[src/rtl/axi_addr_router_if.sv]
// -----------------------------------------------------------------------------
// axi_addr_router_if
//   Bundles the address-channel signals around axi_addr_router.
//
//   Parameters
//     ADDR_W   address width
//     NUM_SLV  number of decoded regions (width of m_sel)
//
//   Signals
//     a_valid / a_ready / a_addr            upstream address handshake
//     m_valid / m_ready / m_addr / m_sel    registered output to the interconnect
//     m_decerr                              held address hit no region
//     rsp_done                              one pulse per completed transaction
//     outs_cnt                              outstanding transaction count
//
//   Modports
//     slave   router side: consumes the upstream channel, drives the output
//     master  environment side: drives the upstream channel, consumes output
// -----------------------------------------------------------------------------
interface axi_addr_router_if #(
    parameter int ADDR_W  = 32,
    parameter int NUM_SLV = 6
);
    logic               a_valid;
    logic               a_ready;
    logic [ADDR_W-1:0]  a_addr;
    logic               m_valid;
    logic               m_ready;
    logic [ADDR_W-1:0]  m_addr;
    logic [NUM_SLV-1:0] m_sel;
    logic               m_decerr;
    logic               rsp_done;
    logic [3:0]         outs_cnt;

    modport slave (
        input  a_valid, a_addr, m_ready, rsp_done,
        output a_ready, m_valid, m_addr, m_sel, m_decerr, outs_cnt
    );

    modport master (
        output a_valid, a_addr, m_ready, rsp_done,
        input  a_ready, m_valid, m_addr, m_sel, m_decerr, outs_cnt
    );
endinterface

[src/rtl/axi_addr_router.sv]
// -----------------------------------------------------------------------------
// axi_addr_router
//   Registered AXI address-channel decoder (one instance per AW or AR channel).
//   The upstream address is decoded against a parameter region table; the
//   address, a one-hot slave select and a decode-error flag are presented on a
//   single-entry valid/ready output stage. Outstanding transactions are
//   counted and new addresses stall while the count is at MAX_OUTS.
//
//   Optional feature (macro AXI_ROUTER_ORDER_LOCK_EN):
//     When defined, a new address whose decoded target differs from the target
//     of the transactions still outstanding is stalled until all of their
//     responses have returned. This keeps responses from different slaves
//     from completing out of order. When undefined, no target register exists
//     and only the MAX_OUTS limit stalls.
//
//   Parameters
//     ADDR_W    address width
//     NUM_SLV   number of regions / width of m_sel
//     SLV_BASE  region bases, slot i at [i*ADDR_W +: ADDR_W]
//     SLV_MASK  region compare masks, packed like SLV_BASE
//     MAX_OUTS  outstanding transaction limit, 1..15
//
//   Ports
//     clk       clock
//     rst       synchronous active-high reset
//     bus       axi_addr_router_if.slave (upstream channel, output stage,
//               rsp_done pulse, outs_cnt)
// -----------------------------------------------------------------------------
module axi_addr_router #(
    parameter int ADDR_W  = 32,
    parameter int NUM_SLV = 6,
    parameter logic [NUM_SLV*ADDR_W-1:0] SLV_BASE = {
        32'h8000_0000,   // 5 reserved high
        32'h4000_0000,   // 4 reserved
        32'h7000_0000,   // 3 APB
        32'h4000_0000,   // 2 MTIMER
        32'h4000_0000,   // 1 KPLIC
        32'h0000_0000    // 0 FLASH
    },
    parameter logic [NUM_SLV*ADDR_W-1:0] SLV_MASK = {
        32'h8000_0000,
        32'hC000_0000,
        32'hF000_0000,
        32'hF000_0000,
        32'hFC00_0000,
        32'hC000_0000
    },
    parameter int MAX_OUTS = 4
) (
    input  logic                clk,
    input  logic                rst,
    axi_addr_router_if.slave    bus
);

    localparam logic [3:0] MAX_OUTS_C = 4'(MAX_OUTS);

    // ------------------------------------------------------------------
    // Region decode
    // ------------------------------------------------------------------
    logic [NUM_SLV-1:0] hit_vec;
    logic [NUM_SLV-1:0] dec_sel;
    logic               dec_err;

    always_comb begin
        hit_vec = '0;
        for (int i = 0; i < NUM_SLV; i++) begin
            hit_vec[i] = ((bus.a_addr & SLV_MASK[i*ADDR_W +: ADDR_W])
                          == SLV_BASE[i*ADDR_W +: ADDR_W]);
        end
    end

    // Lowest hitting slot wins so overlapping regions resolve by priority.
    always_comb begin
        dec_sel = '0;
        dec_err = 1'b1;
        for (int i = 0; i < NUM_SLV; i++) begin
            if (hit_vec[i] && dec_err) begin
                dec_sel[i] = 1'b1;
                dec_err    = 1'b0;
            end
        end
    end

    // ------------------------------------------------------------------
    // State
    // ------------------------------------------------------------------
    logic               m_valid_q,  m_valid_d;
    logic [ADDR_W-1:0]  m_addr_q,   m_addr_d;
    logic [NUM_SLV-1:0] m_sel_q,    m_sel_d;
    logic               m_decerr_q, m_decerr_d;
    logic [3:0]         outs_cnt_q, outs_cnt_d;

    logic stall;
    logic lock;
    logic a_ready;
    logic accept;
    logic rsp_dec;

    // ------------------------------------------------------------------
    // Ordering lock
    // ------------------------------------------------------------------
`ifdef AXI_ROUTER_ORDER_LOCK_EN
    // Target of the outstanding transactions. A decode error is held as an
    // all-zero select, so comparing the select alone also covers decerr.
    logic [NUM_SLV-1:0] tgt_q, tgt_d;

    always_comb begin
        tgt_d = tgt_q;
        if (accept) begin
            tgt_d = dec_sel;
        end
    end

    always_ff @(posedge clk) begin
        if (rst) begin
            tgt_q <= '0;
        end else begin
            tgt_q <= tgt_d;
        end
    end

    assign lock = (outs_cnt_q != 4'd0) && (dec_sel != tgt_q);
`else
    assign lock = 1'b0;
`endif

    // ------------------------------------------------------------------
    // Handshake
    // ------------------------------------------------------------------
    // Stall uses the registered count only, so a same-cycle rsp_done never
    // opens the input early; a_ready stays independent of a_valid.
    assign stall   = (outs_cnt_q == MAX_OUTS_C) || lock;
    assign a_ready = !stall && (!m_valid_q || bus.m_ready);
    assign accept  = bus.a_valid && a_ready;
    assign rsp_dec = bus.rsp_done && (outs_cnt_q != 4'd0);

    // ------------------------------------------------------------------
    // Output stage and outstanding counter
    // ------------------------------------------------------------------
    always_comb begin
        m_valid_d  = m_valid_q;
        m_addr_d   = m_addr_q;
        m_sel_d    = m_sel_q;
        m_decerr_d = m_decerr_q;
        outs_cnt_d = outs_cnt_q;

        if (accept) begin
            m_valid_d  = 1'b1;
            m_addr_d   = bus.a_addr;
            m_sel_d    = dec_sel;
            m_decerr_d = dec_err;
        end else if (m_valid_q && bus.m_ready) begin
            m_valid_d  = 1'b0;
        end

        // Decerr transactions count too: the default slave responds to them.
        if (accept && !rsp_dec) begin
            outs_cnt_d = outs_cnt_q + 4'd1;
        end else if (!accept && rsp_dec) begin
            outs_cnt_d = outs_cnt_q - 4'd1;
        end
    end

    always_ff @(posedge clk) begin
        if (rst) begin
            m_valid_q  <= 1'b0;
            m_addr_q   <= '0;
            m_sel_q    <= '0;
            m_decerr_q <= 1'b0;
            outs_cnt_q <= 4'd0;
        end else begin
            m_valid_q  <= m_valid_d;
            m_addr_q   <= m_addr_d;
            m_sel_q    <= m_sel_d;
            m_decerr_q <= m_decerr_d;
            outs_cnt_q <= outs_cnt_d;
        end
    end

    assign bus.a_ready  = a_ready;
    assign bus.m_valid  = m_valid_q;
    assign bus.m_addr   = m_addr_q;
    assign bus.m_sel    = m_sel_q;
    assign bus.m_decerr = m_decerr_q;
    assign bus.outs_cnt = outs_cnt_q;

endmodule

[src/flat_wrapper.sv]
// flat-port wrapper written by rule: the top's interface ports become plain ports
module axi_addr_router_flat 
#(
    parameter int ADDR_W  = 32,
    parameter int NUM_SLV = 6,
    parameter logic [NUM_SLV*ADDR_W-1:0] SLV_BASE = {
        32'h8000_0000,                     
        32'h4000_0000,                
        32'h7000_0000,           
        32'h4000_0000,              
        32'h4000_0000,             
        32'h0000_0000              
    },
    parameter logic [NUM_SLV*ADDR_W-1:0] SLV_MASK = {
        32'h8000_0000,
        32'hC000_0000,
        32'hF000_0000,
        32'hF000_0000,
        32'hFC00_0000,
        32'hC000_0000
    },
    parameter int MAX_OUTS = 4
)
  (clk, rst, bus_a_valid, bus_a_addr, bus_m_ready, bus_rsp_done, bus_a_ready, bus_m_valid, bus_m_addr, bus_m_sel, bus_m_decerr, bus_outs_cnt);
  axi_addr_router_if #(.ADDR_W(ADDR_W), .NUM_SLV(NUM_SLV)) bus_i ();
  input  logic clk;
  input  logic rst;
  input wire logic [$bits(bus_i.a_valid)-1:0] bus_a_valid;
  input wire logic [$bits(bus_i.a_addr)-1:0] bus_a_addr;
  input wire logic [$bits(bus_i.m_ready)-1:0] bus_m_ready;
  input wire logic [$bits(bus_i.rsp_done)-1:0] bus_rsp_done;
  output wire logic [$bits(bus_i.a_ready)-1:0] bus_a_ready;
  output wire logic [$bits(bus_i.m_valid)-1:0] bus_m_valid;
  output wire logic [$bits(bus_i.m_addr)-1:0] bus_m_addr;
  output wire logic [$bits(bus_i.m_sel)-1:0] bus_m_sel;
  output wire logic [$bits(bus_i.m_decerr)-1:0] bus_m_decerr;
  output wire logic [$bits(bus_i.outs_cnt)-1:0] bus_outs_cnt;
  assign bus_i.a_valid = bus_a_valid;
  assign bus_i.a_addr = bus_a_addr;
  assign bus_i.m_ready = bus_m_ready;
  assign bus_i.rsp_done = bus_rsp_done;
  assign bus_a_ready = bus_i.a_ready;
  assign bus_m_valid = bus_i.m_valid;
  assign bus_m_addr = bus_i.m_addr;
  assign bus_m_sel = bus_i.m_sel;
  assign bus_m_decerr = bus_i.m_decerr;
  assign bus_outs_cnt = bus_i.outs_cnt;
  axi_addr_router #(.ADDR_W(ADDR_W), .NUM_SLV(NUM_SLV), .SLV_BASE(SLV_BASE), .SLV_MASK(SLV_MASK), .MAX_OUTS(MAX_OUTS)) u_core (.clk(clk), .rst(rst), .bus(bus_i));
endmodule
[config.mk]
export PLATFORM = sky130hd
export DESIGN_NAME = axi_addr_router_flat
export DESIGN_NICKNAME = d
export VERILOG_FILES = /design/src/rtl/axi_addr_router_if.sv /design/src/rtl/axi_addr_router.sv /design/src/flat_wrapper.sv
export SDC_FILE = /design/constraint.sdc
export NUM_CORES = 1
export LEC_CHECK = 0
export ABC_AREA = 1
export BUFFER_PORTS_ARGS = -buffer_cell sky130_fd_sc_hd__clkbuf_2
export CORE_MARGIN = 2
export CORE_UTILIZATION = 41
export DETAILED_ROUTE_END_ITERATION = 7
export GPL_ROUTABILITY_DRIVEN = 0
export PLACE_DENSITY = 0.79
export SYNTH_ARGS = -nofsm -noshare
export SYNTH_HDL_FRONTEND = slang
export SYNTH_SLANG_ARGS = --single-unit
[constraint.sdc]
create_clock -name clk -period 1.9 [get_ports clk]
set_input_delay 0.38 -clock clk [delete_from_list [all_inputs] [get_ports clk]]
set_output_delay 0.38 -clock clk [all_outputs]
set_load 0.01 [all_outputs]
==> summary.md, run 1 <==
| Metric | Value |
|---|---|
| Status | finished, final reports clean |
| Period utilization | 0.977 |
| Largest net degree at the start of global routing | 41 |
| Avg Inst Size Synth | between 7 and 8 um^2 |
| Post-DP HPWL | ~2800 um |
| Clock Path Buffers | 2 |
| Fill cells | just under 400 |
| Setup TNS | 0 ns |
| Core Box Area | roughly 4000 um^2 |
| Power per Cell Area | 1180 nW/um^2 |
| Layout area overhead | 36.9% |
| GRT Total Usage | 0.171 |
| Yosys warning count | 0 |
| Iteration-0 DRC Markers | 74 |
| Initial Util | 0.430 |
| RSZ-0062 raised after global routing | yes |
| First-pass GRT wire length | just under 7000 um |
| Die Area | 4770 um^2 |
| Placed Area | around 2200 um^2 |
| Pre-CTS WS | 0.00136 ns |
| Netlist Area Pre-Place | 1730 um^2 |
| Clock Sinks | between 40 and 50 |
| ANT cells | 0 |
| CP Class | register to register |
| Highest Clock Rate | 0.539 GHz |
| Min-delay worst type | input pin to register |
| Yosys reg bits | 44 |
| Critical path arrival | approximately 2 ns |
| Final Instance Area | around 2400 um^2 |
| Seq/Total Area, Yosys | 0.508 |
| Clock Pin Slew Worst Setup and Hold Paths | roughly 0.08 ns |
| Rel. slew slack | 0.739 |
| Antenna violations before repair | 0 |
| Vias in the first global route | 1500 |
| Share of cells above drive strength 1 | 0.361 |
| LEAKAGE | 1.15 nW |
| Port Buf Inserts | 81 |
| First-pass iteration count of the detailed router | 5 |
| WHS | 0.316 ns |
| Post-synth cell types | 19 |
| Final Max Tran Viols | 0 |
| Clk_lat worst skew | 0.28 ns |
| Final WL | around 4000 um |
| Post-route antenna net violation count | 0 |
| Endpoints failing setup | 0 |
| Gr ovfl total | 0 |
| Most frequent cells in the layout | nand2_1 (83), clkbuf_2 (81), a21oi_1 (40), dfxtp_1 (40), nor2_1 (13) |
| Data required, critical path | slightly above 2 ns |
| Max rail drop VDD | around 0.7 mV |
| Final core occ | 0.589 |
| Inst Count DP | 350 |
| MaxCap Viol Count | 0 |
| Crit-path max FO | 4 |
| Mapped Cells | roughly 230 |
| Most common cell after layout, fill and taps aside | nand2_1 |
| H-tree level count | 2 |
| Tot Pwr | between 2 and 3 mW |
| Cell Count, Final, Fillers Out | between 300 and 400 |
| TritonCTS clock tree | built |
| Cts bufs inserted | 5 |
| # hold bufs at CTS | 0 |
| Die Ht | between 60 and 70 um |
| Vias per inst | 4.63 |
| Final hold violations | 0 |
| Post-Route Skew | 0.00652 ns |
| CTS root buffer | clkbuf_8 |
| Vias | approximately 1700 |
| Cell Rows | 23 |
| Clock period minus worst slack | ~1.9 ns |
| Synthesized Nets | 269 |
| Die W | around 69 um |
| Startpoint types | register |
| Worst slew pin tran | roughly 0.39 ns |
| Setup ws final | between 0.04 and 0.05 ns |
| DRC viols | 0 |
| Num ports | just over 80 |
| Crit. End Element | register |
| Nets | roughly 350 |
| WL per Instance | 11.1 um |
[worst max-delay path, cell delays in order (launching register included)]
cell	delay (ns)
dfxtp_4	0.37
o41ai_4	0.41
ha_4	0.22
inv_6	0.05
ha_4	0.29
nand2_2	0.05
nor2_1	0.09
nor2_1	0.05
nand2_1	0.05
nand2_1	0.05
nand2_1	0.06
a21oi_2	0.05
[cell usage after synthesis]
cell type	count	area, um^2
clkbuf_1	6	22.5
nand3_2	1	10.0
buf_6	3	33.8
fa_1	1	20.0
dfxtp_1	44	881
nand2_1	86	323
inv_1	11	41.3
xnor2_1	1	8.76
a21oi_1	41	205
nor2_1	13	48.8
nor3_1	1	5.00
o41ai_1	1	8.76
xor2_1	2	17.5
buf_2	4	20.0
ha_1	3	37.5
nand3_1	4	20.0
inv_2	1	3.75
o21ai_0	4	20.0
nor3b_1	1	7.51
[registers in the layout (all words and copies together), names as in the netlist]
register	count
u_core.bus.m_addr	32
u_core.bus.m_sel	6
u_core.bus.outs_cnt	4
u_core.bus.m_decerr	1
u_core.bus.m_valid	1
[worst paths after layout]
check        slack, ns                      to                   start  cells after the start
max               0.04  u_core.bus.outs_cnt[3]  u_core.bus.outs_cnt[2]                     11
min               0.32   u_core.bus.m_addr[11]          bus_a_addr[11]                      3
max reg2reg       0.04  u_core.bus.outs_cnt[3]  u_core.bus.outs_cnt[2]                     11
min reg2reg       0.47    u_core.bus.m_addr[2]    u_core.bus.m_addr[2]                      2
[per-layer routing]
layer  wire length, um  up-vias  global-route usage
li1                  -      883                   -
met1              1790      734               0.208
met2              1990       47               0.302
met3               197        2              0.0380
met4                27        0              0.0458
met5                 0        -                   0
[final cells by class]
type                    count  area (um^2)  share of cell area
clock buffers               5         68.8              0.0290
flip-flops and latches     44          896               0.377
clock inverters             2         11.3             0.00474
well taps                  50         62.6              0.0264
inverters                  12         50.0              0.0211
multi-input cells         159          815               0.343
repair buffers             88          470               0.198
[power by group]
group / switching (mW) / internal (mW)
clock network: 0.300 / 0.250
logic: 0.585 / 0.482
registers: 0.117 / 1.07
total: 1.00 / 1.80
[logic make-up (layout without fill, tap and decap cells)]
logic type                 Yosys count  count (layout)  share of synthesized area
and+or+nand+nor                    106             106                      0.239
AOI/OAI and AO/OA                   46              46                      0.135
DFF                                 44              44                      0.508
buffers and inverters               25             107                     0.0700
adders and majority gates            4               4                     0.0332
xor gates and xnor gates             3               3                     0.0152
[repair_timing]
| action | CTS | global route |
|---|---|---|
| endpoints found under the setup margin | 1 | 3 |
| hold endpoints to repair | 0 | 0 |
| buffers inserted | 0 | 4 |
| gates resized for setup | 2 | 11 |
| pin swaps | 0 | 9 |
Note: power is estimated with default switching activity, not from simulation.
==> inputs of run 2 (changes only) <==
Settings changed: BUFFER_PORTS_ARGS -buffer_cell sky130_fd_sc_hd__clkbuf_2 to -buffer_cell sky130_fd_sc_hd__buf_2, CORE_UTILIZATION 41 to 43, CTS_BUF_LIST set to sky130_fd_sc_hd__clkbuf_4 sky130_fd_sc_hd__clkbuf_8, PLACE_DENSITY 0.79 to 0.82.
==> run 2 against run 1 <==
  * Sequential power about the same
  * Clock power up 26%
  * Setup slack gained 0.024 ns
  * Maximum frequency rose by 1.3%
  * Via count grew 1.4%
  * Critical path depth unchanged
  * Critical path type unchanged
==> summary.md, run 2 (synthesis results as in run 1) <==
| Metric | Value |
|---|---|
| Post-route antenna net violation count | 0 |
| Final WL | between 3000 and 4000 um |
| TritonCTS clock tree | built |
| Clock Pin Slew Worst Setup and Hold Paths | roughly 0.07 ns |
| Data required, critical path | about 2.1 ns |
| Die Area | between 4000 and 5000 um^2 |
| Worst slew pin tran | ~0.40 ns |
| Max FFs per register | 32 |
| Antenna violations before repair | 0 |
| LEAKAGE | approximately 1.2 nW |
| Critical path endpoint | u_core.bus.outs_cnt[3] |
| Cell Count, Final, Fillers Out | 360 |
| R2r setup slk | 0.07 ns |
| Reg-to-reg startpoint | u_core.bus.outs_cnt[2] |
| Port Buf Inserts | a little over 80 |
| Pre-CTS WS | -0.00348 ns |
| Vias | between 1500 and 2000 |
| Final Max Tran Viols | 0 |
| Nets | 351 |
| Wire length on met2 | 1860 um |
| Die Ht | 67.5 um |
| Vias per inst | ~4.7 |
| Placed Area | 2210 um^2 |
| Vias in the first global route | around 1500 |
| DRC viols | 0 |
| First-pass GRT wire length | between 6000 and 7000 um |
| Setup ws final | approximately 0.067 ns |
| H-tree level count | 2 |
| Post-Route Skew | around 0.012 ns |
| Num ports | slightly above 80 |
| R2R Path End | u_core.bus.outs_cnt[3] |
| Inst Count DP | roughly 350 |
| WL per Instance | 10.9 um |
| Critical path arrival | between 2 and 2.5 ns |
| Fill cells | approximately 370 |
| RSZ-0062 raised after global routing | yes |
| Min-delay worst type | input pin to register |
| Clock Sinks | between 40 and 50 |
| First-pass iteration count of the detailed router | 4 |
| Most frequent cells in the layout | nand2_1 (84), buf_2 (81), a21oi_1 (41) |
| GRT Total Usage | 0.179 |
| Endpoints failing setup | 0 |
| Max rail drop VDD | 0.507 mV |
| Worst Reg-to-Reg Cells | 11 |
| Highest Clock Rate | about 0.55 GHz |
| Max layer used | met4 |
| Worst Setup SP | u_core.bus.outs_cnt[2] |
| Final Instance Area | about 2400 um^2 |
| Clk_lat worst skew | between 0.2 and 0.3 ns |
| ANT cells | 0 |
| Final hold violations | 0 |
| Post-DP HPWL | approximately 2800 um |
| Cts bufs inserted | 5 |
| Clock period minus worst slack | about 1.8 ns |
| Met3 wire length | 247 um |
| CTS root buffer | clkbuf_8 |
| MaxCap Viol Count | 0 |
| Iteration-0 DRC Markers | between 60 and 70 |
| Clock Path Buffers | 2 |
| Status | finished, final reports clean |
| Startpoint types | register |
| Most common cell after layout, fill and taps aside | nand2_1 |
| Die W | about 68 um |
| Met1 Wirelength | 1750 um |
| Rel. slew slack | 0.734 |
| Period utilization | 0.965 |
| CP Class | register to register |
| Largest net degree at the start of global routing | about 40 |
| Hold depth | 3 |
| Share of cells above drive strength 1 | 0.355 |
| Initial Util | 0.440 |
| Gr ovfl total | 0 |
| Power per Cell Area | approximately 1200 nW/um^2 |
| Cell Rows | 23 |
| Layout area overhead | 36.6% |
| Crit-path max FO | 4 |
| Core Box Area | a little under 4000 um^2 |
| Crit. End Element | register |
==> run 2: routing by layer <==
layer | up-vias | GRT usage
met4 | 0 | 0.0740
met1 | 741 | 0.206
met5 | - | 0
met2 | 53 | 0.303
li1 | 887 | -
met3 | 9 | 0.0600
==> run 2: power breakdown <==
| group | total (mW) | internal [mW] | switching (mW) |
|---|---|---|---|
| clock | 0.692 | 0.400 | 0.292 |
| sequential | 1.19 | 1.07 | 0.121 |
| combinational | 1.01 | 0.451 | 0.564 |
==> run 2: metrics by stage <==
stage	utilization	power [mW]	TNS [ns]	hold WS, ns
finish	0.601	2.90	0	0.329
global route	0.601	3.11	-0.0312	0.314
CTS	0.590	2.85	0	0.320
detailed placement	0.560	2.12	-0.00348	0.444
global placement	0.560	2.08	0	0.448
floorplan	-	1.83	0	0.477
==> run 2: worst min-delay path by stage <==
stage                                    from                     to
final                           bus_a_addr[8]   u_core.bus.m_addr[8]
after global routing           bus_a_addr[12]  u_core.bus.m_addr[12]
after CTS                      bus_a_addr[20]  u_core.bus.m_addr[20]
after detailed placement  u_core.bus.m_decerr    u_core.bus.m_decerr
after global placement    u_core.bus.m_decerr    u_core.bus.m_decerr
after floorplan           u_core.bus.m_decerr    u_core.bus.m_decerr
==> run 2: layout make-up <==
type	instances	area, um^2	share of cell area
Clock buffer	6	76.3	0.0322
Timing Repair Buffer	88	458	0.193
Clock inverter	1	30.0	0.0127
Tap cell	50	62.6	0.0264
Inverter	12	47.5	0.0201
Sequential cell	44	896	0.378
Multi-Input combinational cell	159	798	0.337
==> run 2: worst max-delay path, stage by stage (launching register included) <==
cell and delay, ns:
dfxtp_4 0.37, o41ai_4 0.41, ha_4 0.20, inv_4 0.05, ha_4 0.25, nand2_2 0.07, nor2_2 0.04, nor2_1 0.10
nand2_1 0.06, nand2_1 0.06, nand2_1 0.05, a21oi_1 0.11
==> run 2: repair_timing <==
item | 4_1_cts | 5_1_grt
endpoints found under the setup margin | 2 | 3
hold buffers | 0 | 0
resized for setup | 1 | 9
buffers inserted | 0 | 2
pin swaps | 0 | 6
hold endpoints to repair | 0 | 0
==> inputs of run 3 (changes only) <==
Settings changed: ABC_AREA 1 to 0.
==> run 3 against run 2 <==
  * The flow now finishes with violations (negative setup slack)
  * Register-to-register slack worse by 0.48 ns
  * Clock power is 22% lower
  * Design area is 0.16% lower
  * Utilization is 3.6 points higher
  * Via count is 4.3% lower
  * Critical path depth is 1 lower
  * Non-clock buffer count is 8 higher
  * Cell count is 5.3% lower
==> summary.md, run 3 <==
| Metric | Value |
|---|---|
| Status | finished, violations left |
| Failing checks | negative setup slack |
| Synthesized Nets | roughly 240 |
| Die Area | roughly 4500 um^2 |
| Data required, critical path | around 2.1 ns |
| Initial Util | 0.457 |
| Startpoint types | register |
| Logic pwr share | 0.438 |
| Final core occ | 0.636 |
| Port Buf Inserts | between 80 and 90 |
| Max FFs per register | 32 |
| Setup ws final | -0.414 ns |
| First-pass iteration count of the detailed router | 4 |
| Wire length on met2 | ~1900 um |
| Ranking of synthesized cells by area | dfxtp_1 (52%), nand2_1 (15%), a21oi_1 (11%) |
| Share of cells above drive strength 1 | 0.403 |
| Netlist Area Pre-Place | between 1500 and 2000 um^2 |
| Yosys warning count | 0 |
| Top cells by count, synth | nand2_1 (68), dfxtp_1 (44), a21oi_1 (37) |
| Crit-path max FO | 3 |
| Cts bufs inserted | 5 |
| Core Box Area | about 3700 um^2 |
| Min-delay worst type | input pin to register |
| Critical path arrival | 2.49 ns |
| Post-synth EDFFs | 0 |
| CP Class | register to register |
| Tot Pwr | a little under 3 mW |
| Cell taking the most area after synthesis | dfxtp_1 |
| Most common cell in the netlist | nand2_1 |
| Vias | between 1500 and 2000 |
| H-tree level count | 2 |
| Gr ovfl total | 0 |
| Sw Pwr | 994 uW |
| Met1 Wirelength | ~1800 um |
| First-pass GRT wire length | 6150 um |
| Post-DP HPWL | approximately 2800 um |
| Die Ht | around 67 um |
| Post-synth cell types | 30 |
| Final Instance Area | roughly 2400 um^2 |
| Met3 wire length | 274 um |
| ANT cells | 0 |
| Nets | approximately 330 |
| Endpoints failing setup | 3 |
| Layout area overhead | 39.3% |
| Power share of the sequential group | 0.380 |
| Clock Path Buffers | 2 |
| Switching share of power | 0.333 |
| Pre-CTS WS | -0.428 ns |
| Iteration-0 DRC Markers | 86 |
| Cell Rows | 22 |
| Final WL | 4000 um |
| Hold depth | 3 |
| Ys flop type | dfxtp_1 |
| Period utilization | 1.22 |
| Clock period minus worst slack | about 2.3 ns |
| Yosys reg bits | 44 |
| TritonCTS clock tree | built |
| DRC viols | 0 |
| Vias in the first global route | 1463 |
| Crit. End Element | register |
| Largest net degree at the start of global routing | 46 |
| Die W | about 67 um |
| Clock Pin Slew Worst Setup and Hold Paths | about 0.080 ns |
| Num ports | slightly above 80 |
| Max rail drop VDD | just over 0.8 mV |
| Clk_lat worst skew | roughly 0.28 ns |
| RSZ-0062 raised after global routing | yes |
| Antenna violations before repair | 0 |
| MaxCap Viol Count | 0 |
| Final Max Tran Viols | 0 |
| Worst slew pin tran | about 0.45 ns |
| Post-route antenna net violation count | 0 |
| Placed Area | between 2000 and 2500 um^2 |
| LEAKAGE | ~1.1 nW |
| Fraction of registers with async set/reset | 0 |
| Most frequent cells in the layout | buf_2 (81), nand2_1 (68), dfxtp_1 (40) |
| Post-Route Skew | 0.00632 ns |
| Final hold violations | 0 |
| Vias per inst | ~4.7 |
| Most common cell after layout, fill and taps aside | buf_2 |
| R2r setup slk | -0.41 ns |
| GRT Total Usage | 0.182 |
| Mapped Cells | slightly above 200 |
| Clock Sinks | 44 |
| Synth top area share | 0.519 |
| P_int | about 2.0 mW |
| Avg Inst Size Synth | approximately 8.4 um^2 |
| Seq/Total Area, Yosys | 0.519 |
| Clock Power Share | 0.182 |
| CTS root buffer | clkbuf_8 |
| Rel. slew slack | 0.699 |
| WL per Instance | 11.7 um |
| Max layer used | met4 |
| Highest Clock Rate | between 0.4 and 0.5 GHz |
| Worst Reg-to-Reg Cells | 10 |
| Power per Cell Area | roughly 1300 nW/um^2 |
-- run 3: kinds of logic after synthesis --
| family | Yosys count | synth area share |
|---|---|---|
| muxes | 2 | 0.0125 |
| xor gates and xnor gates | 3 | 0.0155 |
| adders and majority gates | 4 | 0.0339 |
| DFF | 44 | 0.519 |
| AOI/OAI and AO/OA | 43 | 0.131 |
| buffers and inverters | 15 | 0.0479 |
| and+or+nand+nor | 92 | 0.240 |
-- run 3: power groups by stage --
stage	logic, mW	registers [mW]	clock network (mW)
3_3_place_gp	1.16	1.13	0
5_1_grt	1.43	1.15	0.601
4_1_cts	1.28	1.13	0.560
3_5_place_dp	1.20	1.14	0
6_report	1.31	1.13	0.543
2_1_floorplan	0.659	1.24	0
-- run 3: layout make-up --
| type | instances | area, um^2 |
|---|---|---|
| fillers | 330 | 1350 |
| inverters | 2 | 12.5 |
| flip-flops and latches | 44 | 888 |
| multi-input cells | 144 | 790 |
| repair buffers | 96 | 533 |
| clock inverters | 1 | 5.00 |
| clock buffers | 6 | 76.3 |
| well taps | 48 | 60.1 |
-- run 3: repair_timing --
item                                    4_1_cts  5_1_grt
resized for setup                             6        3
hold buffers                                  0        0
pin swaps                                     6        4
endpoints found under the setup margin        3        5
hold endpoints to repair                      0        0
setup buffers                                 3        1
-- run 3: through the flow --
step / setup TNS (ns) / hold slack (ns) / instances
floorplan: -0.974 / 0.476 / 203
global placement: -0.705 / 0.439 / 331
detailed placement: -0.933 / 0.444 / 331
CTS: -1.01 / 0.320 / 341
global route: -1.19 / 0.321 / 341
finish: -0.926 / 0.326 / 341
-- run 3: worst max-delay path, stage by stage (launching register included) --
cell      delay [ns]
dfxtp_2         0.33
or4b_4          0.56
nand3_4         0.09
inv_4           0.04
ha_4            0.16
inv_4           0.06
ha_4            0.21
a21oi_4         0.15
a211oi_1        0.08
a31oi_1         0.17
mux2_2          0.35
-- run 3: metal layers --
metal  vias to the layer above  global-route usage
li1                        841                   -
met1                       716               0.208
met2                        53               0.326
met3                         7              0.0456
met4                         0              0.0612
met5                         -                   0
-- run 3: final timing paths --
path,start,endpoint
max,u_core.bus.outs_cnt[1],u_core.bus.outs_cnt[3]
min,bus_a_addr[17],u_core.bus.m_addr[17]
max reg2reg,u_core.bus.outs_cnt[1],u_core.bus.outs_cnt[3]
min reg2reg,u_core.bus.m_addr[19],u_core.bus.m_addr[19]
